<file path="config.mk">
export PLATFORM = sky130hd
export DESIGN_NAME = uart_ctrl
export DESIGN_NICKNAME = d
export VERILOG_FILES = /design/src/rtl/uart_ctrl.sv
export SDC_FILE = /design/constraint.sdc
export NUM_CORES = 1
export LEC_CHECK = 0
export CORE_MARGIN = 3
export CORE_UTILIZATION = 51
export CTS_CLUSTER_DIAMETER = 200
export DETAILED_ROUTE_END_ITERATION = 16
export GPL_TIMING_DRIVEN = 1
export PLACE_DENSITY = 0.8
export SKIP_CTS_REPAIR_TIMING = 1
export SYNTH_ARGS = -nofsm -noshare
export SYNTH_HDL_FRONTEND = slang
export SYNTH_SLANG_ARGS = --single-unit
</file>
<file path="constraint.sdc">
create_clock -name clk -period 2.9 [get_ports clk]
set_clock_uncertainty 0.1 [all_clocks]
set_input_delay 0.58 -clock clk [delete_from_list [all_inputs] [get_ports clk]]
set_output_delay 0.58 -clock clk [all_outputs]
set_load 0.005 [all_outputs]
</file>
<file path="src/rtl/uart_ctrl.sv">
// Memory-mapped UART controller: RX/TX byte FIFOs, sticky overflow flags, irq
// and a sequencer that feeds queued TX bytes to the TX engine one frame at a time.
//
// state     | meaning
// IDLE      | no frame owned; start one as soon as a byte is queued and the engine is free
// WAIT_BUSY | tx_start issued, waiting for the engine to raise tx_busy
// WAIT_DONE | frame in flight; on completion start the next queued byte or go IDLE
module uart_ctrl #(
   parameter int FIFO_DEPTH = 4,
   parameter int FIFO_AW    = $clog2(FIFO_DEPTH)
) (
   input  logic        clk,
   input  logic        rst,
   input  logic        sel,
   input  logic        we,
   input  logic [3:0]  addr,
   input  logic [31:0] wdata,
   output logic [31:0] rdata,
   output logic        ready,
   input  logic [7:0]  rx_data,
   input  logic        rx_valid,
   output logic [7:0]  tx_data,
   output logic        tx_start,
   input  logic        tx_busy,
   output logic        irq
);

   localparam int CW = FIFO_AW + 1;
   localparam logic [CW-1:0] FULL_CNT = CW'(FIFO_DEPTH);

   typedef enum logic [1:0] {
      IDLE      = 2'd0,
      WAIT_BUSY = 2'd1,
      WAIT_DONE = 2'd2
   } state_t;

   state_t state, state_nxt;

   logic [7:0]         rx_mem [FIFO_DEPTH];
   logic [7:0]         tx_mem [FIFO_DEPTH];
   logic [FIFO_AW-1:0] rx_wp, rx_rp, tx_wp, tx_rp;
   logic [CW-1:0]      rx_cnt, tx_cnt;
   logic               rx_ovf, tx_ovf;
   logic [1:0]         ctrl;

   logic [1:0]  reg_sel;
   logic        rd_acc, wr_acc;
   logic        rx_nonempty, rx_full, tx_empty, tx_full, tx_active;
   logic        rx_pop, rx_push, rx_ovf_set;
   logic        tx_req, tx_push, tx_pop, tx_ovf_set;
   logic        sts_wr, ctrl_wr;
   logic [31:0] status_word, count_word, rd_word;
   logic        unused_bits;

   assign reg_sel = addr[3:2];
   assign rd_acc  = sel & ~we;
   assign wr_acc  = sel & we;

   assign rx_nonempty = (rx_cnt != '0);
   assign rx_full     = (rx_cnt == FULL_CNT);
   assign tx_empty    = (tx_cnt == '0);
   assign tx_full     = (tx_cnt == FULL_CNT);
   assign tx_active   = (state != IDLE) | tx_busy;

   // A pop in the same cycle frees a slot, so a push into a full FIFO is not an overflow.
   assign rx_pop     = rd_acc & (reg_sel == 2'd0) & rx_nonempty;
   assign rx_push    = rx_valid & (~rx_full | rx_pop);
   assign rx_ovf_set = rx_valid & rx_full & ~rx_pop;

   assign tx_req     = wr_acc & (reg_sel == 2'd0);
   assign tx_push    = tx_req & (~tx_full | tx_pop);
   assign tx_ovf_set = tx_req & tx_full & ~tx_pop;

   assign sts_wr  = wr_acc & (reg_sel == 2'd1);
   assign ctrl_wr = wr_acc & (reg_sel == 2'd2);

   assign unused_bits = ^{wdata[31:8], addr[1:0]};

   always_ff @(posedge clk) begin
      if (rx_push) rx_mem[rx_wp] <= rx_data;
      if (tx_push) tx_mem[tx_wp] <= wdata[7:0];
   end

   always_ff @(posedge clk or negedge rst) begin
      if (!rst) begin
         rx_wp  <= '0;
         rx_rp  <= '0;
         rx_cnt <= '0;
         tx_wp  <= '0;
         tx_rp  <= '0;
         tx_cnt <= '0;
      end else begin
         if (rx_push) rx_wp <= rx_wp + 1'b1;
         if (rx_pop)  rx_rp <= rx_rp + 1'b1;
         if (tx_push) tx_wp <= tx_wp + 1'b1;
         if (tx_pop)  tx_rp <= tx_rp + 1'b1;
         rx_cnt <= rx_cnt + CW'(rx_push) - CW'(rx_pop);
         tx_cnt <= tx_cnt + CW'(tx_push) - CW'(tx_pop);
      end
   end

   // Setting beats clearing when both land in the same cycle.
   always_ff @(posedge clk or negedge rst) begin
      if (!rst) begin
         rx_ovf <= 1'b0;
         tx_ovf <= 1'b0;
         ctrl   <= 2'b00;
      end else begin
         rx_ovf <= rx_ovf_set | (rx_ovf & ~(sts_wr & wdata[4]));
         tx_ovf <= tx_ovf_set | (tx_ovf & ~(sts_wr & wdata[5]));
         if (ctrl_wr) ctrl <= wdata[1:0];
      end
   end

   always_comb begin
      status_word = {25'b0, tx_active, tx_ovf, rx_ovf, tx_full, tx_empty, rx_full, rx_nonempty};
      count_word  = '0;
      count_word[FIFO_AW:0]       = rx_cnt;
      count_word[16+FIFO_AW:16]   = tx_cnt;
      rd_word = '0;
      case (reg_sel)
         2'd0:    rd_word = rx_nonempty ? {24'b0, rx_mem[rx_rp]} : 32'b0;
         2'd1:    rd_word = status_word;
         2'd2:    rd_word = {30'b0, ctrl};
         default: rd_word = count_word;
      endcase
   end

   always_ff @(posedge clk or negedge rst) begin
      if (!rst) begin
         rdata <= '0;
         ready <= 1'b0;
      end else begin
         ready <= sel;
         if (rd_acc) rdata <= rd_word;
      end
   end

   always_ff @(posedge clk or negedge rst) begin
      if (!rst) state <= IDLE;
      else      state <= state_nxt;
   end

   always_comb begin
      state_nxt = state;
      case (state)
         IDLE:      if (!tx_empty && !tx_busy) state_nxt = WAIT_BUSY;
         WAIT_BUSY: if (tx_busy) state_nxt = WAIT_DONE;
         WAIT_DONE: if (!tx_busy) state_nxt = tx_empty ? IDLE : WAIT_BUSY;
         default:   state_nxt = IDLE;
      endcase
   end

   // Popping straight out of WAIT_DONE lets the next frame start one cycle after tx_busy falls.
   always_comb begin
      tx_pop = 1'b0;
      case (state)
         IDLE, WAIT_DONE: tx_pop = ~tx_empty & ~tx_busy;
         default:         tx_pop = 1'b0;
      endcase
   end

   always_ff @(posedge clk or negedge rst) begin
      if (!rst) begin
         tx_start <= 1'b0;
         tx_data  <= '0;
         irq      <= 1'b0;
      end else begin
         tx_start <= tx_pop;
         if (tx_pop) tx_data <= tx_mem[tx_rp];
         irq <= (ctrl[0] & rx_nonempty) |
                (ctrl[1] & tx_empty & (state == IDLE) & ~tx_busy);
      end
   end

endmodule

</file>
### Word level (Yosys, flattened, before mapping)

Memory sizes are Yosys's and may differ from the RTL's. A register that Yosys moved wholly into a read port is not among the register bits.
Cells that the tools add are included.

* input bits: 50
* register bits after elaboration: 55
* output and inout bits: 43
* memories: 2
* memory bits (writable): 64

Memory list
* rx_mem: words 4, bits a word 8, read ports 1, clocked after Yosys merged registers in 0, write ports 1, line 39 `logic [7:0] rx_mem [FIFO_DEPTH];`
* tx_mem: words 4, bits a word 8, read ports 1, clocked after Yosys merged registers in 1, write ports 1, line 40 `logic [7:0] tx_mem [FIFO_DEPTH];`

* add/subtract/negate cells: 8
* equal/unequal tests: 9
* reduce and logical (&&, ||, !) cells: 11
* bitwise gates (word level): 37
* mux-type cells: 12

Operators with widths (count)
* one-hot mux 19 bit (3 select lines): 1
* AND 1 bit: 22
* inverter 1 bit: 9
* adder 2 x 1 -> 2 bit, second input constant: 4
* 2-to-1 mux 8 bit: 1
* adder 3 x 1 -> 3 bit: 2
* == test 3 bit, second input constant: 2
* 2-to-1 mux 1 bit: 6
* 2-to-1 mux 2 bit: 3
* != test 2 bit, second input constant: 3
* OR 1 bit: 6
* one-hot mux 2 bit (3 select lines): 1
* subtractor 3 x 1 -> 3 bit: 2
* == test 2 x 1 -> 1 bit, second input constant: 2
* == test 2 bit, second input constant: 2
* zero test 2 bit: 2
* zero test 1 bit: 3
* zero test 3 bit: 1
* AND reduction 3 bit: 1
* nonzero test 3 bit: 1
* nonzero test 2 bit: 1
* OR reduction 2 bit: 1
* logical AND 1 bit: 1

### Logic depth before layout (Yosys ltp)

Gate-level depths: netlist of run 1.

* depth in word-level cells: 8
* depth in mapped cells: 10
* mapped depth without buffers: 9

### Worst setup path before layout of run 1

Ideal clock, no wire load.

* path kind: input -> register
* start point: in tx_busy
* end point: reg tx_cnt[2]
* stages on the path: 9
* library setup time: 0.124 ns
* setup slack: 0.178 ns
* data arrival time: 2.498 ns
* data required time: 2.676 ns
* cells stage by stage: or2_4 a2111oi_4 inv_1 ha_1 inv_1 ha_1 fa_1 xor2_1 xnor2_1

* longest elaborated chain between the ends: 7

Ends and longest elaborated chain
* start: declaration: line 24 `input logic tx_busy,`
* inverter 1 bit (*): line 158 `IDLE, WAIT_DONE: tx_pop = ~tx_empty & ~tx_busy;`
* AND 1 bit (*): line 158
* 2-to-1 mux 1 bit (*): line 157 `case (state)`
* OR 1 bit: line 71 `assign tx_push = tx_req & (~tx_full | tx_pop);`
* AND 1 bit: line 71
* adder 3 x 1 -> 3 bit: line 98 `tx_cnt <= tx_cnt + CW'(tx_push) - CW'(tx_pop);`
* subtractor 3 x 1 -> 3 bit (*): line 98
* end signal: assignment: line 98
* end: declaration: line 42 `logic [CW-1:0] rx_cnt, tx_cnt;`

Every way passes the cells marked *; elsewhere a longest branch is shown, timed or not.
A chain may end at the register's enable or synchronous reset.

### Worst setup path in the final report of run 1

* start point: in we
* end point: reg rx_cnt[2]

* longest elaborated chain between the ends: 8

Ends and longest elaborated chain
* start: declaration: line 15 `input logic we,`
* inverter 1 bit (*): line 56 `assign rd_acc = sel & ~we;`
* AND 1 bit (*): line 56
* AND 1 bit (*) (2 in a row): line 66 `assign rx_pop = rd_acc & (reg_sel == 2'd0) & rx_nonempty;`
* OR 1 bit: line 67 `assign rx_push = rx_valid & (~rx_full | rx_pop);`
* AND 1 bit: line 67
* adder 3 x 1 -> 3 bit: line 97 `rx_cnt <= rx_cnt + CW'(rx_push) - CW'(rx_pop);`
* subtractor 3 x 1 -> 3 bit (*): line 97
* end signal: assignment: line 97
* end: declaration: line 42

Marked as above.

==> results of run 1 <==
-- sequential cells by signal, indices dropped and copies added, names as in the netlist, 2 cells and up --
register  cells
rx_wp         2
rdata        11
tx_mem       32
ctrl          2
tx_data       8
tx_wp         2
tx_rp         2
rx_cnt        3
rx_rp         2
tx_cnt        3
rx_mem       32
state         2
-- Yosys cell counts (all sizes together), types with 2 or more instances --
library cell,n
edfxtp,64
nand2,11
and2,10
xnor2,9
a32oi,4
fa,2
mux2,12
nand3,4
nor2,5
o211ai,2
a22o,5
xor2,2
o21ai,6
or3,3
buf,25
nor3b,2
mux4,16
ha,12
nand4,5
inv,15
clkbuf,5
dfrtp,42
nor2b,2
-- where the power goes --
part           internal (mW)  switching, mW  total, mW
sequential              1.94          0.322       2.27
clock                  0.412          0.488      0.900
combinational          0.810          0.478       1.29
total                   3.17           1.29       4.45
-- layout make-up --
| class | count | share of cell area, % |
|---|---|---|
| repair buffers | 68 | 12.4 |
| well taps | 105 | 2.42 |
| flip-flops and latches | 106 | 54.8 |
| multi-input cells | 149 | 25.7 |
| clock inverters | 6 | 1.38 |
| inverters | 15 | 1.04 |
| clock buffers | 10 | 2.35 |
-- worst max-delay path, delay by kind of cell --
kind,cells,cell delay [ps]
xor+xnor,2,270
simple gates,1,570
fa+ha+maj,3,820
buf+inv,3,550
compound gates,1,170
-- path summary, 6_finish.rpt --
check | from | end | depth (start not counted)
worst max-delay path | we | rx_cnt[2] | 10
worst min-delay path | rst | tx_data[7] | 1
worst max register to register | state[0] | tx_cnt[2] | 9
worst min register to register | rdata[1] | rdata[1] | 2
max in group asynchronous | rst | rdata[4] | 1
min in group clk | sel | ready | 1
-- cell families (layout without fill, tap and decap cells) --
kind of cell / Yosys count / count (layout)
flip-flops: 106 / 106
AND/OR/NAND/NOR: 49 / 49
buffers and inverters: 45 / 99
multiplexers: 28 / 28
AO/OA/AOI/OAI: 26 / 26
adder cells (fa/ha/maj): 14 / 14
XOR/XNOR: 11 / 11
other: 1 / 21
-- metal layers --
layer,track usage (%),vias up
li1,-,1133
met1,23.3,1223
met2,27.5,86
met3,3.75,7
met4,5.28,0
met5,0,-
-- per-stage QoR --
step	total power [mW]	area [um^2]	setup TNS [ps]	instances	worst slack, ps
finish	4.45	5430	0	459	98.1
global route	4.74	5430	0	459	18.1
CTS	4.49	5420	-10.1	459	-10.1
detailed placement	3.59	5210	-754	443	-368
global placement	3.51	5210	-660	443	-310
floorplan	3.02	4610	0	300	178
==> impl_metrics.csv, run 1 <==
group,metric,value,unit
route,post-route-drc-count,0,
grt,grt_pass1_vias,2518,
clocking,cts_buffers,9,
hold_path,worstHoldPathType,"primary input to asynchronous set/reset pin",
grt,grtUsageTotal,17.0,%
logic_synthesis,synthTopCellsByArea,"edfxtp_1 42%, dfrtp_1 23%, mux4_2 7.9%",
route,met1_length,3.31,mm
grt,grt_max_degree,43,
clocking,root_buffer,"clkbuf_8",
sta,fin_crit_sh,96.6,%
route,routed_via_density,5.34,
worst_setup_path,criticalPathCategory,"primary input to flip-flop",
final_layout,drive_gt1_share,21.2,%
sta,report.final.slew_viol_count,0,
pwr,cellPowerDensity,821,nW/um^2
place,dp_hpwl,5.59,mm
sta,final-setup-viol-count,0,
logic_synthesis,synthXorXnorAreaFrac,2.13,%
status,status,"complete, no violations",
worst_setup_path,worstPathMaxFanout,2,
final_layout,seq_area,2970,um^2
die,io_pins,93,
worst_setup_path,arrival,2950,ps
final_layout,fin_nets,413,
sta,max-slew-margin-rel,35.3,%
job,drv_cap,0,
die,core,8420,um^2
place,io_buffers,45,
clocking,worstSkewPairLatency,360,ps
pwr,p_leak,2.10,nW
route,vias,2449,
sta,clock.fmax,0.357,GHz
final_layout,synthToLayoutAreaGrowth,19.7,%
clocking,htreeDepth,3,
clocking,clock_path_buffers,2,
logic_synthesis,synthDistinctLibCells,48,
grt,grt_pass1_wl,12.9,mm
worst_setup_path,path_cells,"clkdlybuf4s50_1, or4b_4, a21boi_4, inv_1, ha_1, inv_1, ha_1, fa_2, xnor2_2, xnor2_1",
route,first_iter_violations,146,
logic_synthesis,ys_seq_area_share,65.6,%
logic_synthesis,synth_enable_flop_cells,64,
logic_synthesis,synth_seq_cells,106,
route,postRouteAntennaNets,0,
clocking,cts_tree,"yes",
pwr,ir_drop,0.000371,V
clocking,clk_pin_slew,100,ps
route,drt_first_pass_iters,4,
route,met3_length,501,um
logic_synthesis,synth_cells,280,
final_layout,antenna_cells,0,
logic_synthesis,synth_top_family_by_area,"multiplexers",
sta,worstMarginPinSlew,971,ps
logic_synthesis,synth_compound_area_share,5.02,%
grt,antenna_found_initial,0,
sta,whs,268,ps
grt,grt-ovfl-total,0,
logic_synthesis,syn_area_per_cell,16.2,um^2
logic_synthesis,yosys.area.top_type,"edfxtp_1",
sta,period_needed,2800,ps
route,wl_met2,3.86,mm
route,routed_wl,7.74,mm
place,gp_congestion,0.822,
logic_synthesis,netlist.area_leader.share,42.4,%
logic_synthesis,synthSimpleGateAreaFrac,6.43,%
logic_synthesis,syn_area,4530,um^2
worst_setup_path,start_kind,"primary input",
logic_synthesis,async_flop_share,39.6,%
clocking,cts.sinks,106,
final_layout,n_fill_cell,603,
final_layout,layout_commonest_cell,"edfxtp_1",
logic_synthesis,synth_warnings,0,
final_layout,mostFrequentLayoutCells,"64 x edfxtp_1, 43 x clkdlybuf4s50_1, 42 x dfrtp_1",
worst_setup_path,slowest_stage,"or4b_4",
route,routedWlPerCell,16.9,um
worst_setup_path,critPathCaptureType,"flip-flop",
die,rows,33,
sta,rsz0062_at_grt,"no",
logic_synthesis,synth.area.mux_share,11.0,%
die,initial_core_util,53.8,%
die,chipWidth,100,um
sta,hold_viol,0,
die,die_area,10100,um^2
worst_setup_path,r2r_slack,360,ps
worst_setup_path,cp_slowest_stage_delay,570,ps
logic_synthesis,synth-main-ff-cell,"edfxtp_1",
final_layout,final_util,64.4,%
logic_synthesis,yosys.area_share.adder,4.20,%
die,dieHeight,100,um
final_layout,multiInputGateArea,1390,um^2
worst_setup_path,critPathRequiredTime,3050,ps
route,top_layer,"met4",
Power figures use the tool's default switching activity.
==> run 2: changes to the inputs <==
TNS_END_PERCENT = 20   (was default)
==> results of run 2 <==
Same layout as run 1: the final DEF is identical, and so are final timing and power.
